--- src/rtl/dice_pkg.sv ---
// rtl/dice_pkg.sv - die codes, register map, bit indices and FSM states for dice_roll_ctrl
package dice_pkg;

  typedef enum logic [2:0] {
    DIE_D4      = 3'd0,
    DIE_D6      = 3'd1,
    DIE_D8      = 3'd2,
    DIE_D10     = 3'd3,
    DIE_D12     = 3'd4,
    DIE_D20     = 3'd5,
    DIE_D100    = 3'd6,
    DIE_INVALID = 3'd7
  } die_e;

  localparam logic [7:0] ADDR_CTRL   = 8'h00;
  localparam logic [7:0] ADDR_STATUS = 8'h01;
  localparam logic [7:0] ADDR_RESULT = 8'h02;
  localparam logic [7:0] ADDR_DISP   = 8'h03;
  localparam logic [7:0] ADDR_COUNT  = 8'h04;
  localparam logic [7:0] ADDR_HIST   = 8'h05;

  localparam int CTRL_HOST_MODE = 0;
  localparam int CTRL_ROLL      = 1;
  localparam int CTRL_DIE_LSB   = 4;

  localparam int STAT_BUSY     = 0;
  localparam int STAT_DONE     = 1;
  localparam int STAT_ERR      = 2;
  localparam int STAT_SRC      = 3;
  localparam int STAT_HIST_LSB = 4;

  localparam int HIST_DEPTH = 4;

  typedef enum logic [1:0] {
    IDLE  = 2'd0,
    ISSUE = 2'd1,
    WAIT  = 2'd2,
    LATCH = 2'd3
  } state_e;

  // History level as reported in STATUS: a full FIFO still reads as 3
  function automatic logic [1:0] hist_level(input logic [2:0] n);
    return (n >= 3'd3) ? 2'd3 : n[1:0];
  endfunction

endpackage

--- src/rtl/dice_hist_fifo.sv ---
// rtl/dice_hist_fifo.sv - 4x8 result history FIFO that overwrites its oldest entry when full
module dice_hist_fifo
  import dice_pkg::*;
(
  input  logic       clk,
  input  logic       rst,
  input  logic       push,
  input  logic [7:0] push_data,
  input  logic       pop,
  output logic [7:0] head,
  output logic [2:0] level
);

  logic [7:0] mem [HIST_DEPTH];
  logic [1:0] wr_ptr;
  logic [1:0] rd_ptr;
  logic [2:0] cnt;
  logic       pop_ok;
  logic       full;

  assign pop_ok = pop && (cnt != 3'd0);
  assign full   = (cnt == 3'(HIST_DEPTH));
  assign head   = (cnt != 3'd0) ? mem[rd_ptr] : 8'h00;
  assign level  = cnt;

  // Storage write; entries need no reset because cnt gates the head
  always_ff @(posedge clk) begin
    if (push) mem[wr_ptr] <= push_data;
  end

  // Pointers and occupancy; a push into a full FIFO drops the oldest entry
  always_ff @(posedge clk) begin
    if (rst) begin
      wr_ptr <= 2'd0;
      rd_ptr <= 2'd0;
      cnt    <= 3'd0;
    end else begin
      if (push) wr_ptr <= wr_ptr + 2'd1;
      if (pop_ok || (push && full)) rd_ptr <= rd_ptr + 2'd1;
      if (push && !pop_ok && !full) cnt <= cnt + 3'd1;
      else if (pop_ok && !push)     cnt <= cnt - 3'd1;
    end
  end

endmodule

--- src/rtl/dice_roll_ctrl.sv ---
// rtl/dice_roll_ctrl.sv - roll sequencer and register block; DICE_ROLL_HIST_EN adds the HIST FIFO
module dice_roll_ctrl
  import dice_pkg::*;
#(
  parameter int TIMEOUT_CYC = 255,
  parameter bit RESET_MODE  = 1'b0
) (
  input  logic       clk,
  input  logic       rst,
  input  logic       rw,
  input  logic [7:0] addr,
  input  logic       wen,
  input  logic [7:0] wdata,
  input  logic       rdata_used,
  output logic [7:0] rdata,
  input  logic       loc_req,
  input  logic [2:0] loc_die,
  output logic       dp_start,
  output logic [2:0] dp_die,
  input  logic       dp_done,
  input  logic [7:0] dp_result,
  output logic [7:0] disp_digits,
  output logic       disp_src
);

  localparam logic [7:0] WD_LAST = 8'(TIMEOUT_CYC - 1);

  state_e     state, state_n;
  logic       issue_loc, issue_host, wd_expire;
  logic       loc_pend, host_pend;
  logic [2:0] loc_die_q, host_die_q;
  logic       host_mode;
  logic [2:0] ctrl_die;
  logic       done_f, err_f, src_f;
  logic [7:0] result_q, disp_q, count_q, res_tmp, wd_cnt, rd_mux;
  logic [1:0] hist_lvl;
  logic       wr_ctrl, host_roll, host_bad, loc_bad, err_set, stat_clr, busy, latch;
  logic [2:0] host_die_in;

  assign wr_ctrl     = wen && (addr == ADDR_CTRL);
  assign host_die_in = wdata[CTRL_DIE_LSB +: 3];
  assign host_roll   = wr_ctrl && wdata[CTRL_ROLL];
  assign host_bad    = host_roll && (host_die_in == DIE_INVALID);
  assign loc_bad     = loc_req && (loc_die == DIE_INVALID);
  assign err_set     = wd_expire || loc_bad || host_bad;
  assign stat_clr    = rdata_used && rw && (addr == ADDR_STATUS);
  assign latch       = (state == LATCH);
  assign busy        = (state != IDLE) || loc_pend || host_pend;
  assign disp_src    = host_mode;
  assign disp_digits = host_mode ? disp_q : result_q;

  // Next state and start pulse; the local slot takes priority when both are pending
  always_comb begin
    state_n    = state;
    dp_start   = 1'b0;
    issue_loc  = 1'b0;
    issue_host = 1'b0;
    wd_expire  = 1'b0;
    case (state)
      IDLE: begin
        if (loc_pend) begin
          issue_loc = 1'b1;
          state_n   = ISSUE;
        end else if (host_pend) begin
          issue_host = 1'b1;
          state_n    = ISSUE;
        end
      end
      ISSUE: begin
        dp_start = 1'b1;
        state_n  = WAIT;
      end
      WAIT: begin
        if (dp_done) begin
          state_n = LATCH;
        end else if (wd_cnt == WD_LAST) begin
          wd_expire = 1'b1;
          state_n   = IDLE;
        end
      end
      LATCH:   state_n = IDLE;
      default: state_n = IDLE;
    endcase
  end

  // State register and watchdog, which restarts from zero on every entry to WAIT
  always_ff @(posedge clk) begin
    if (rst) begin
      state  <= IDLE;
      wd_cnt <= 8'd0;
    end else begin
      state  <= state_n;
      wd_cnt <= (state == WAIT) ? wd_cnt + 8'd1 : 8'd0;
    end
  end

  // Request slots, issued die/source and the result captured with dp_done
  always_ff @(posedge clk) begin
    if (rst) begin
      loc_pend   <= 1'b0;
      host_pend  <= 1'b0;
      loc_die_q  <= 3'd0;
      host_die_q <= 3'd0;
      dp_die     <= 3'd0;
      src_f      <= 1'b0;
      res_tmp    <= 8'h00;
    end else begin
      if (issue_loc)  loc_pend  <= 1'b0;
      if (issue_host) host_pend <= 1'b0;
      // A slot being handed to the datapath this cycle counts as free
      if (loc_req && !loc_bad && (!loc_pend || issue_loc)) begin
        loc_pend  <= 1'b1;
        loc_die_q <= loc_die;
      end
      if (host_roll && !host_bad && (!host_pend || issue_host)) begin
        host_pend  <= 1'b1;
        host_die_q <= host_die_in;
      end
      if (issue_loc) begin
        dp_die <= loc_die_q;
        src_f  <= 1'b0;
      end else if (issue_host) begin
        dp_die <= host_die_q;
        src_f  <= 1'b1;
      end
      if ((state == WAIT) && dp_done) res_tmp <= dp_result;
    end
  end

  // Host-visible registers; sticky flags favour a set over a same-cycle read-clear
  always_ff @(posedge clk) begin
    if (rst) begin
      host_mode <= RESET_MODE;
      ctrl_die  <= 3'd0;
      done_f    <= 1'b0;
      err_f     <= 1'b0;
      result_q  <= 8'h01;
      disp_q    <= 8'h00;
      count_q   <= 8'h00;
    end else begin
      if (wr_ctrl) begin
        host_mode <= wdata[CTRL_HOST_MODE];
        ctrl_die  <= host_die_in;
      end
      if (latch && !src_f) host_mode <= 1'b0;
      if (wen && (addr == ADDR_DISP)) disp_q <= wdata;
      if (latch) begin
        result_q <= res_tmp;
        count_q  <= count_q + 8'd1;
      end
      if (latch)         done_f <= 1'b1;
      else if (stat_clr) done_f <= 1'b0;
      if (err_set)       err_f  <= 1'b1;
      else if (stat_clr) err_f  <= 1'b0;
    end
  end

`ifdef DICE_ROLL_HIST_EN
  logic [7:0] hist_head;
  logic [2:0] hist_cnt;

  dice_hist_fifo u_hist (
    .clk       (clk),
    .rst       (rst),
    .push      (latch),
    .push_data (res_tmp),
    .pop       (rdata_used && rw && (addr == ADDR_HIST)),
    .head      (hist_head),
    .level     (hist_cnt)
  );

  assign hist_lvl = hist_level(hist_cnt);
`else
  assign hist_lvl = 2'd0;
`endif

  // Read mux; unmapped addresses return zero
  always_comb begin
    rd_mux = 8'h00;
    case (addr)
      ADDR_CTRL:   rd_mux = {1'b0, ctrl_die, 3'b000, host_mode};
      ADDR_STATUS: rd_mux = {2'b00, hist_lvl, src_f, err_f, done_f, busy};
      ADDR_RESULT: rd_mux = result_q;
      ADDR_DISP:   rd_mux = disp_q;
      ADDR_COUNT:  rd_mux = count_q;
`ifdef DICE_ROLL_HIST_EN
      ADDR_HIST:   rd_mux = hist_head;
`endif
      default:     rd_mux = 8'h00;
    endcase
  end

  // Registered read data
  always_ff @(posedge clk) begin
    if (rst) rdata <= 8'h00;
    else     rdata <= rd_mux;
  end

endmodule

--- config.mk ---
export PLATFORM = sky130hd
export DESIGN_NAME = dice_roll_ctrl
export DESIGN_NICKNAME = d
export VERILOG_FILES = /design/src/rtl/dice_pkg.sv /design/src/rtl/dice_hist_fifo.sv /design/src/rtl/dice_roll_ctrl.sv
export SDC_FILE = /design/constraint.sdc
export NUM_CORES = 1
export LEC_CHECK = 0
export BUFFER_PORTS_ARGS = -buffer_cell sky130_fd_sc_hd__buf_2
export CORE_AREA = 2 2 74 129
export CTS_CLUSTER_DIAMETER = 50
export DETAILED_ROUTE_END_ITERATION = 16
export DIE_AREA = 0 0 76 131
export GPL_TIMING_DRIVEN = 0
export HOLD_SLACK_MARGIN = 0.12
export PLACE_DENSITY_LB_ADDON = 0.2
export SETUP_SLACK_MARGIN = 0.5
export SLEW_MARGIN = 10
export SYNTH_ARGS = -nofsm -noshare
export SYNTH_HDL_FRONTEND = slang
export SYNTH_HIERARCHICAL = 1
export SYNTH_SLANG_ARGS = --single-unit
--- constraint.sdc ---
create_clock -name clk -period 2.8 [get_ports clk]
set_clock_uncertainty 0.05 [all_clocks]
set_input_delay 0.42 -clock clk [delete_from_list [all_inputs] [get_ports clk]]
set_output_delay 0.42 -clock clk [all_outputs]
set_load 0.02 [all_outputs]
==> results.py, run 1 <==
metrics = {
    "global_routing": {
        "grt_max_degree": 13,
        "grt_pass1_wl_mm": 12.9,
        "grt_pass1_vias": 2664,
        "grtUsageTotal_pct": 16.7,
        "antenna_found_initial": 0,
        "grt_overflow": 0,
    },
    "critical_path": {
        "critPathLaunch": "disp_src$_SDFFE_PP0P_",
        "r2r-start": "state[1]$_SDFFE_PP0P_",
        "slowest_delay_ns": 0.46,
        "start_kind": "flop",
        "cp.required_ns": 2.33,
        "critPathKind": "flop to output pin",
        "arrival_ns": 1.71,
        "cp_max_fo": 10,
        "r2r_setup_slack_ns": 1.00,
        "reg2reg_to": "result_q[7]$_SDFFE_PP0P_",
        "r2r_cells": 6,
        "path_cells": "clkbuf_1 > mux2_2 > buf_2",
        "end_kind": "output pin",
        "cp_slowest_cell": "clkbuf_1",
    },
    "timing": {
        "fin_setup_tns_ns": 0,
        "clock.fmax_mhz": 459,
        "rsz0062_at_grt": "false",
        "setup_viol": 0,
        "setup_ws_ns": 0.622,
        "worstMarginPinSlew_ns": 0.842,
        "period_needed_ns": 2.18,
        "report.final.slew_viol_count": 0,
        "hold_viol": 0,
        "period_share_pct": 77.8,
        "relSlewSlack_pct": 43.4,
    },
    "clocking": {
        "postCtsSetupBuffers": 0,
        "cts_sinks": 68,
        "htreeDepth": 3,
        "ctsResizeCount": 0,
        "cts_buffers": 9,
        "clk_latency_ns": 0.33,
        "cts_buffer_depth": 2,
        "hold_buffers": 0,
        "clkTransAtPathRegs_ns": 0.06,
        "root_buffer": "clkbuf_16",
        "cts_tree": "built",
    },
    "final_layout": {
        "layout-drive-gt1-share_pct": 20.2,
        "areaGrowthSynthToFinish_pct": 24.4,
        "final_nets": 442,
        "antenna_cells": 0,
        "multi_input_area_um2": 1520,
        "fillCellCount": 926,
        "layout_common_cells": "68 x dfxtp_1, 54 x buf_2, 44 x nor2_1, 41 x nand2_1, 32 x a21oi_1",
        "regArea_um2": 1360,
        "mostFrequentLayoutCell": "dfxtp_1",
    },
    "route": {
        "via_per_inst": 4.93,
        "dr_total_vias": 2614,
        "drtIter0Drc": 102,
        "drcViolationCount": 0,
        "drt-met1-wl_mm": 3.08,
        "route.met2.wl_mm": 4.29,
        "wirelength_mm": 7.93,
        "final_antenna_net_count": 0,
        "highest-signal-layer": "met4",
        "met3_length_um": 337,
        "firstDrtPassIters": 4,
        "wl_per_cell_um": 15.0,
    },
    "logic_synthesis": {
        "postSynthNetCount": 378,
        "synth_area_um2": 2980,
        "postSynthCellCount": 341,
        "postSynth.asyncResetShare_pct": 0,
        "yosysTopAreaCellShare_pct": 45.7,
        "ys_types": 43,
        "ys_ff_latch": 68,
        "synth-edff-count": 0,
        "synth.avg_cell_area_um2": 8.73,
        "seq_area_frac_synth_pct": 45.7,
        "yosys_warnings": 6,
        "synth_area_leaders": "dfxtp_1 46%, mux2i_1 7.4%, nor2_1 5.5%",
        "synth_top_area_cell": "dfxtp_1",
        "ys.flop_type": "dfxtp_1",
    },
    "placed_design": {
        "routabilityCongestion": 0.901,
        "pre_cts_ws_ns": 0.359,
        "dpl.hpwl_mm": 6.10,
        "io_buffers": 53,
    },
    "power_and_ir_drop": {
        "leakagePower_nw": 1.41,
        "ir_drop_mv": 0.455,
        "power.density_nw_per_um2": 618,
    },
    "floorplanning": {
        "initial_core_util_pct": 33.4,
        "rows": 46,
        "die_w_um": 76,
        "io_pins": 55,
        "die_area_um2": 9960,
        "core-area_um2": 8920,
        "fp.dieH_um": 131,
    },
    "run_status": {
        "status": "complete, no violations",
    },
    "min_path": {
        "hold_class": "input port to flop",
        "holdPathEnd": "disp_src$_SDFFE_PP0P_",
        "hp-start": "rst",
        "min_delay_path_depth": 2,
    },
    "run": {
        "cap_violations": 0,
    },
}
## synth_stat cells (3+ instances only)
cell type / number
a211oi_1: 3
a21oi_1: 32
a22oi_1: 6
and3_1: 5
clkbuf_1: 15
dfxtp_1: 68
ha_1: 3
inv_1: 5
mux2_2: 9
mux2i_1: 22
nand2_1: 41
nand2b_1: 4
nand3_1: 19
nand4_1: 7
nor2_1: 44
nor2b_1: 3
nor4_1: 4
o21ai_0: 8
o2bb2ai_1: 3
o32a_1: 3
or3_1: 4
xor2_1: 9
## power by group
group / total (W) / switching [W] / internal, W
Clock: 0.00114 / 0.000425 / 0.000715
Sequential: 0.000994 / 0.00000915 / 0.000985
Combinational: 0.000157 / 0.0000987 / 0.0000583
## worst max-delay path: cells and delay by family, from the launching register on
| kind | cells | cell delay [ns] |
|---|---|---|
| flip-flops | 1 | 0.35 |
| multiplexers | 1 | 0.41 |
| buffers and inverters | 2 | 0.62 |
## per-stage QoR
step                      total power (W)  cell area [um^2]  util (%)  cells  hold slack (ns)
after floorplan                   0.00111              2980         -    341            0.380
after global placement            0.00117              3390      38.0    514            0.393
after detailed placement          0.00117              3390      38.0    514            0.396
after CTS                         0.00231              3700      41.4    530            0.240
after global routing              0.00237              3700      41.5    530            0.264
final                             0.00229              3700      41.5    530            0.252
## metal layers
layer  vias up  track usage [%]
met5         -                0
met4         0             9.09
met3        16             3.50
met2        56             32.7
met1      1212             16.5
li1       1330                -
## registers in the layout, summed over array words and instances, names as in the netlist
name / flops
count_q: 8
disp_q: 8
rdata: 8
res_tmp: 8
result_q: 8
wd_cnt: 8
ctrl_die: 3
dp_die: 3
host_die_q: 3
loc_die_q: 3
state: 2
disp_src: 1
done_f: 1
err_f: 1
host_pend: 1
loc_pend: 1
src_f: 1
## area by class of cell
cell class / count / area share, %
plain buffers: 19 / 2.30
clock buffers: 11 / 6.55
clock inverters: 5 / 1.66
inverters: 5 / 0.507
multi-input cells: 249 / 41.0
flip-flops and latches: 68 / 36.8
well taps: 120 / 4.05
repair buffers: 53 / 7.16
## how the worst max path moves through the flow
stage	endpoint	slack (ns)	depth (start not counted)
finish	disp_digits[1]	0.62	3
global route	disp_digits[0]	0.53	3
CTS	disp_digits[0]	0.61	3
detailed placement	err_f$_SDFFE_PP0P_	0.36	5
global placement	err_f$_SDFFE_PP0P_	0.35	5
floorplan	disp_q[0]$_SDFFE_PP0P_	0.81	4
## cells by family (layout without fill, tap and decap cells)
group           count (synthesis)  count (layout)  synth area share (%)
compound gates                 61              61                  12.5
xor+xnor                       11              11                  3.24
fa+ha+maj                       3               3                  1.26
buf+inv                        24              93                  3.49
flops                          68              68                  45.7
mux                            31              31                  10.8
simple gates                  143             143                  23.0
Note: power is estimated with default switching activity, not from simulation.
==> inputs of run 2 (changes only) <==
Settings changed: ABC_AREA from default to 1, CORE_AREA 2 2 74 129 to 2 2 76 132, DIE_AREA 0 0 76 131 to 0 0 78 134.
Clock period 2.8 ns to 2.1 ns, I/O delays scaled along.
==> run 2 against run 1 <==
Against the previous run: register-to-register slack got worse by 0.35 ns; clock power up 41%; die area grew 5.0%; first-iteration DRC count fell by 6.9%; largest power group unchanged; non-clock buffer count is 4 lower; count of clock-buffer cells in the layout is 1 higher; critical endpoint is now disp_digits[2]; total power is 47% higher; critical path type unchanged; routed wire length increased by 6.3%; flip-flop and latch count stayed put; synthesized cell count up 26%; design area increased by 6.0%; combinational power is 130% higher.
==> results.py, run 2 <==
metrics = {
    "timing": {
        "whs_ns": 0.183,
        "period_needed_ns": 1.71,
        "clock.fmax_mhz": 586,
        "relSlewSlack_pct": 54.0,
        "report.final.slew_viol_count": 0,
        "rsz0062_at_grt": "true",
        "fin_setup_tns_ns": 0,
        "worstMarginPinSlew_ns": 0.691,
        "hold_viol": 0,
        "period_share_pct": 81.2,
        "setup_viol": 0,
    },
    "global_routing": {
        "grt_pass1_wl_mm": 13.8,
        "grt_pass1_vias": 2979,
        "grt_overflow": 0,
        "grtUsageTotal_pct": 17.1,
        "grt_max_degree": 12,
        "antenna_found_initial": 0,
    },
    "floorplanning": {
        "fp.dieH_um": 134,
        "die_w_um": 78,
        "initial_core_util_pct": 32.9,
        "core-area_um2": 9410,
        "rows": 47,
        "die_area_um2": 10500,
        "io_pins": 55,
    },
    "clocking": {
        "cts_buffer_depth": 2,
        "htreeDepth": 3,
        "hold_buffers": 0,
        "clk_latency_ns": 0.33,
        "cts_buffers": 9,
        "cts_tree": "built",
        "root_buffer": "clkbuf_16",
        "clkTransAtPathRegs_ns": 0.06,
        "cts_sinks": 68,
    },
    "placed_design": {
        "dpl.hpwl_mm": 6.63,
        "io_buffers": 52,
        "routabilityCongestion": 0.846,
    },
    "route": {
        "drcViolationCount": 0,
        "drtIter0Drc": 95,
        "wl_per_cell_um": 13.5,
        "via_per_inst": 4.70,
        "wirelength_mm": 8.43,
        "dr_total_vias": 2932,
        "final_antenna_net_count": 0,
        "firstDrtPassIters": 4,
    },
    "logic_synthesis": {
        "synth.avg_cell_area_um2": 7.20,
        "yosys_warnings": 6,
        "seq_area_frac_synth_pct": 43.9,
        "synth-edff-count": 0,
        "synth.most_common_cell": "nand2_1",
        "synth_area_um2": 3100,
        "synth_common_cells": "77 x nand2_1, 68 x dfxtp_1, 53 x nor2_1",
        "ys_ff_latch": 68,
        "synth_top_area_cell": "dfxtp_1",
        "postSynthNetCount": 467,
        "yosysTopAreaCellShare_pct": 43.9,
        "ys.flop_type": "dfxtp_1",
        "ys_types": 34,
        "postSynthCellCount": 430,
        "synth_area_leaders": "dfxtp_1 44%, nand2_1 9.3%, o21ai_0 7.9%",
        "postSynth.asyncResetShare_pct": 0,
    },
    "run_status": {
        "status": "complete, no violations",
    },
    "critical_path": {
        "critPathKind": "flop to output pin",
        "end_kind": "output pin",
        "cp_max_fo": 6,
        "arrival_ns": 1.34,
        "r2r-start": "state[0]$_SDFFE_PP0P_",
        "cp.required_ns": 1.74,
        "critPathLaunch": "disp_src$_SDFFE_PP0P_",
        "start_kind": "flop",
    },
    "power_and_ir_drop": {
        "ir_drop_mv": 0.547,
        "leakagePower_nw": 1.67,
        "power_w": 0.00336,
        "power.density_nw_per_um2": 856,
    },
    "final_layout": {
        "final_nets": 534,
        "antenna_cells": 0,
        "layout-drive-gt1-share_pct": 21.7,
        "multi_input_area_um2": 1480,
        "mostFrequentLayoutCell": "nand2_1",
        "regArea_um2": 1360,
        "layout_common_cells": "75 x nand2_1, 67 x dfxtp_1, 53 x nor2_1, 49 x buf_2, 48 x inv_1",
        "areaGrowthSynthToFinish_pct": 26.8,
        "fillCellCount": 1020,
    },
    "min_path": {
        "hold_class": "input port to flop",
        "hp-start": "dp_result[4]",
    },
    "run": {
        "cap_violations": 0,
    },
}
[run 2: changes by cell type after synthesis, moves of 6 or more]
cell	before	now
a21oi_1	32	40
inv_1	5	49
nand3_1	19	25
nor3_1	2	8
nor2_1	44	53
xor2_1	9	0
nand2_1	41	77
a22oi_1	6	0
mux2i_1	22	0
mux2_2	9	0
o21ai_0	8	49
clkbuf_1	15	6
[run 2: metal layers]
layer | up-vias | routed length [um] | part of all wire, % | track usage (%)
met5 | - | 0 | 0 | 0
met4 | 0 | 380 | 4.5 | 10.4
met3 | 27 | 428 | 5.1 | 4.51
met2 | 83 | 4430 | 53 | 31.1
met1 | 1277 | 3190 | 38 | 16.9
li1 | 1545 | - | - | -
[run 2: power by group]
group | total, W | switching, W | internal (W) | leakage, nW
logic | 0.000364 | 0.000239 | 0.000126 | 0.963
registers | 0.00139 | 0.0000423 | 0.00135 | 0.550
clock network | 0.00161 | 0.000538 | 0.00107 | 0.153
total | 0.00336 | 0.000818 | 0.00254 | 1.67
[run 2: critical path, stage by stage (launching register included)]
cell	delay, ns
dfxtp_2	0.34
buf_8	0.10
clkinvlp_4	0.14
buf_6	0.17
nand2_1	0.05
o21ai_1	0.06
buf_4	0.16
[run 2: final timing paths]
check,endpoint,slack (ns),cells after the start
worst min-delay path,res_tmp[4]$_SDFFE_PP0P_,0.18,3
worst min register to register,wd_cnt[0]$_SDFF_PP0_,0.40,1
worst max register to register,count_q[6]$_SDFFE_PP0P_,0.65,7
worst max-delay path,disp_digits[2],0.39,6
[run 2: cell families after synthesis]
group                      after synthesis  share of synthesized area (%)
DFF                                     68                           43.9
buffers and inverters                   67                           9.01
and+or+nand+nor                        192                           28.9
AOI/OAI and AO/OA                      100                           17.0
adders and majority gates                3                           1.21
[run 2: final cells by class]
class | count | share of cell area, %
Multi-Input combinational cell | 295 | 37.6
Clock inverter | 4 | 1.85
Buffer | 12 | 2.01
Timing Repair Buffer | 56 | 8.25
Sequential cell | 68 | 34.7
Inverter | 55 | 5.48
Clock buffer | 12 | 6.28
Tap cell | 122 | 3.89
[run 2: metrics by stage]
stage	cell area [um^2]	setup slack [ns]	cells	utilization (%)
finish	3930	0.394	624	41.7
global route	3930	0.347	624	41.7
CTS	3900	0.362	623	41.5
detailed placement	3510	0.466	604	37.3
global placement	3510	0.463	604	37.3
floorplan	3100	0.367	430	-
[run 2: timing repair]
action,in CTS,in global routing
gates cloned,0,0
pin swaps,3,0
buffers inserted,3,1
resized for setup,23,6
endpoints found under the setup margin,8,9
==> inputs of run 3 (changes only) <==
Settings changed: ABC_AREA 1 to 0, CORE_AREA 2 2 76 132 to 2 2 74 129, DIE_AREA 0 0 78 134 to 0 0 76 131.
Clock period 2.1 ns to 1.7 ns, I/O delays scaled along.
==> run 3 against run 2 <==
Against the previous run: design area is 23% higher; combinational power is 33% higher; flip-flop and latch count stayed put; sequential power is 19% higher; first-iteration DRC count is 1.1% higher; critical path depth is 3 lower; routed wire length is 12% higher; critical endpoint is now disp_digits[0]; largest power group unchanged.
==> results.py, run 3 (synthesis results as in run 1) <==
metrics = {
    "critical_path": {
        "cp_max_fo": 5,
        "cp-endpoint": "disp_digits[0]",
        "critPathKind": "flop to output pin",
        "cp.depth": 3,
        "r2r_cells": 6,
        "r2r_setup_slack_ns": 0.22,
        "cp_slowest_cell": "dfxtp_4",
        "critPathLaunch": "disp_src$_SDFFE_PP0P_",
        "slowest_delay_ns": 0.37,
        "path_cells": "clkbuf_16 > mux2_4 > buf_6",
        "r2r-start": "wd_cnt[0]$_SDFF_PP0_",
        "arrival_ns": 1.30,
        "crit_family": "flip-flops",
        "end_kind": "output pin",
        "critical_path_buf_inv_count": 2,
        "reg2reg_to": "err_f$_SDFFE_PP0P_",
        "cp.required_ns": 1.39,
        "start_kind": "flop",
    },
    "timing": {
        "hold_viol": 0,
        "relSlewSlack_pct": 49.0,
        "fin_setup_tns_ns": 0,
        "report.final.slew_viol_count": 0,
        "clock.fmax_mhz": 624,
        "worstMarginPinSlew_ns": 0.765,
        "rsz0062_at_grt": "true",
        "setup_viol": 0,
        "period_share_pct": 94.3,
        "period_needed_ns": 1.60,
        "whs_ns": 0.126,
    },
    "route": {
        "drtIter0Drc": 96,
        "wl_per_cell_um": 16.6,
        "final_antenna_net_count": 0,
        "drcViolationCount": 0,
        "dr_total_vias": 2882,
        "firstDrtPassIters": 4,
        "via_per_inst": 5.09,
        "wirelength_mm": 9.42,
    },
    "clocking": {
        "clkTransAtPathRegs_ns": 0.06,
        "htreeDepth": 3,
        "cts_sinks": 68,
        "clk_latency_ns": 0.33,
        "cts_buffers": 9,
        "cts_tree": "built",
        "cts_buffer_depth": 2,
        "root_buffer": "clkbuf_16",
    },
    "final_layout": {
        "antenna_cells": 0,
        "layout_common_cells": "59 x dfxtp_1, 44 x buf_2, 34 x nor2_1, 22 x nand2_1, 22 x mux2i_1",
        "fillCellCount": 787,
        "mostFrequentLayoutCell": "dfxtp_1",
        "regArea_um2": 1380,
        "finalCoreUtilization_pct": 54.4,
        "final_nets": 479,
        "layout-drive-gt1-share_pct": 51.8,
        "multi_input_area_um2": 2090,
        "finalNonFillerCells": 566,
        "areaGrowthSynthToFinish_pct": 62.9,
    },
    "placed_design": {
        "dp_cells": 514,
        "io_buffers": 53,
        "dpl.hpwl_mm": 5.98,
        "routabilityCongestion": 0.823,
    },
    "floorplanning": {
        "die_area_um2": 9960,
        "core-area_um2": 8920,
        "initial_core_util_pct": 33.4,
        "fp.dieH_um": 131,
        "io_pins": 55,
        "die_w_um": 76,
        "rows": 46,
    },
    "run_status": {
        "status": "complete, no violations",
    },
    "run": {
        "cap_violations": 0,
    },
    "global_routing": {
        "antenna_found_initial": 0,
        "grt_max_degree": 11,
        "grt_pass1_wl_mm": 14.1,
        "grt_pass1_vias": 2852,
        "grtUsageTotal_pct": 18.5,
        "grt_overflow": 0,
    },
    "min_path": {
        "hold_class": "input port to flop",
    },
    "power_and_ir_drop": {
        "ir_drop_mv": 0.492,
        "power.density_nw_per_um2": 794,
        "leakagePower_nw": 1.91,
    },
}
==> run 3: changes by cell type in the layout (fill, tap and decap cells not counted), sizes merged, moves of 5 or more <==
cell,delta
xor2,+9
nor3,-9
o21ai,-43
nor2,-17
a22oi,+6
mux2i,+22
clkbuf,+5
a21oi,-10
inv,-48
nand2,-39
buf,+33
nand3,-6
mux2,+9
==> run 3: layout make-up <==
type,instances,area share (%)
tap,120,3.10
clock buffer,13,5.37
inverter,5,0.387
multi-input combinational,249,43.1
buffer,19,4.33
sequential,68,28.4
clock inverter,2,0.206
timing repair buffer,90,15.1
==> run 3: worst min path at each step <==
stage / endpoint / cells past startpoint / startpoint
2_1_floorplan: host_die_q[1]$_SDFFE_PP0P_ / 2 / wdata[5]
3_3_place_gp: result_q[5]$_SDFFE_PP0P_ / 2 / res_tmp[5]$_SDFFE_PP0P_
3_5_place_dp: result_q[4]$_SDFFE_PP0P_ / 2 / res_tmp[4]$_SDFFE_PP0P_
4_1_cts: res_tmp[3]$_SDFFE_PP0P_ / 3 / dp_result[3]
5_1_grt: res_tmp[5]$_SDFFE_PP0P_ / 3 / dp_result[5]
6_report: res_tmp[3]$_SDFFE_PP0P_ / 3 / dp_result[3]
==> run 3: stage by stage <==
stage / setup WS [ns] / cell area [um^2] / power [W]
4_1_cts: 0.0951 / 4410 / 0.00378
6_report: 0.0972 / 4850 / 0.00385
5_1_grt: 0.0726 / 4850 / 0.00397
3_3_place_gp: -0.496 / 3520 / 0.00195
3_5_place_dp: -0.511 / 3520 / 0.00195
2_1_floorplan: -0.122 / 3110 / 0.00184
==> run 3: what timing repair did <==
item,CTS,global route
buffers inserted,17,12
pin swaps,51,50
hold buffers,3,0
endpoints found under the hold margin,4,0
resized for setup,98,93
cloned,5,0
endpoints found under the setup margin,72,73
==> run 3: where the power goes <==
group	internal, W	switching [W]	total, W
sequential	0.00162	0.0000248	0.00165
clock	0.00105	0.000666	0.00172
combinational	0.000234	0.000250	0.000484
==> run 3: routing by layer <==
metal  GRT usage, %  wire, um  vias up
met3           4.88       376       30
met4           10.6       458        0
met2           35.2      5270       76
met1           18.0      3310     1372
met5              0         0        -
li1               -         -     1404
==> run 3: worst register-to-register path, delay by kind of cell, from the launching register on <==
family          cells  cell delay (ns)
fa+ha+maj           1             0.15
buf+inv             1             0.05
simple gates        2             0.19
flops               1             0.33
compound gates      2             0.56
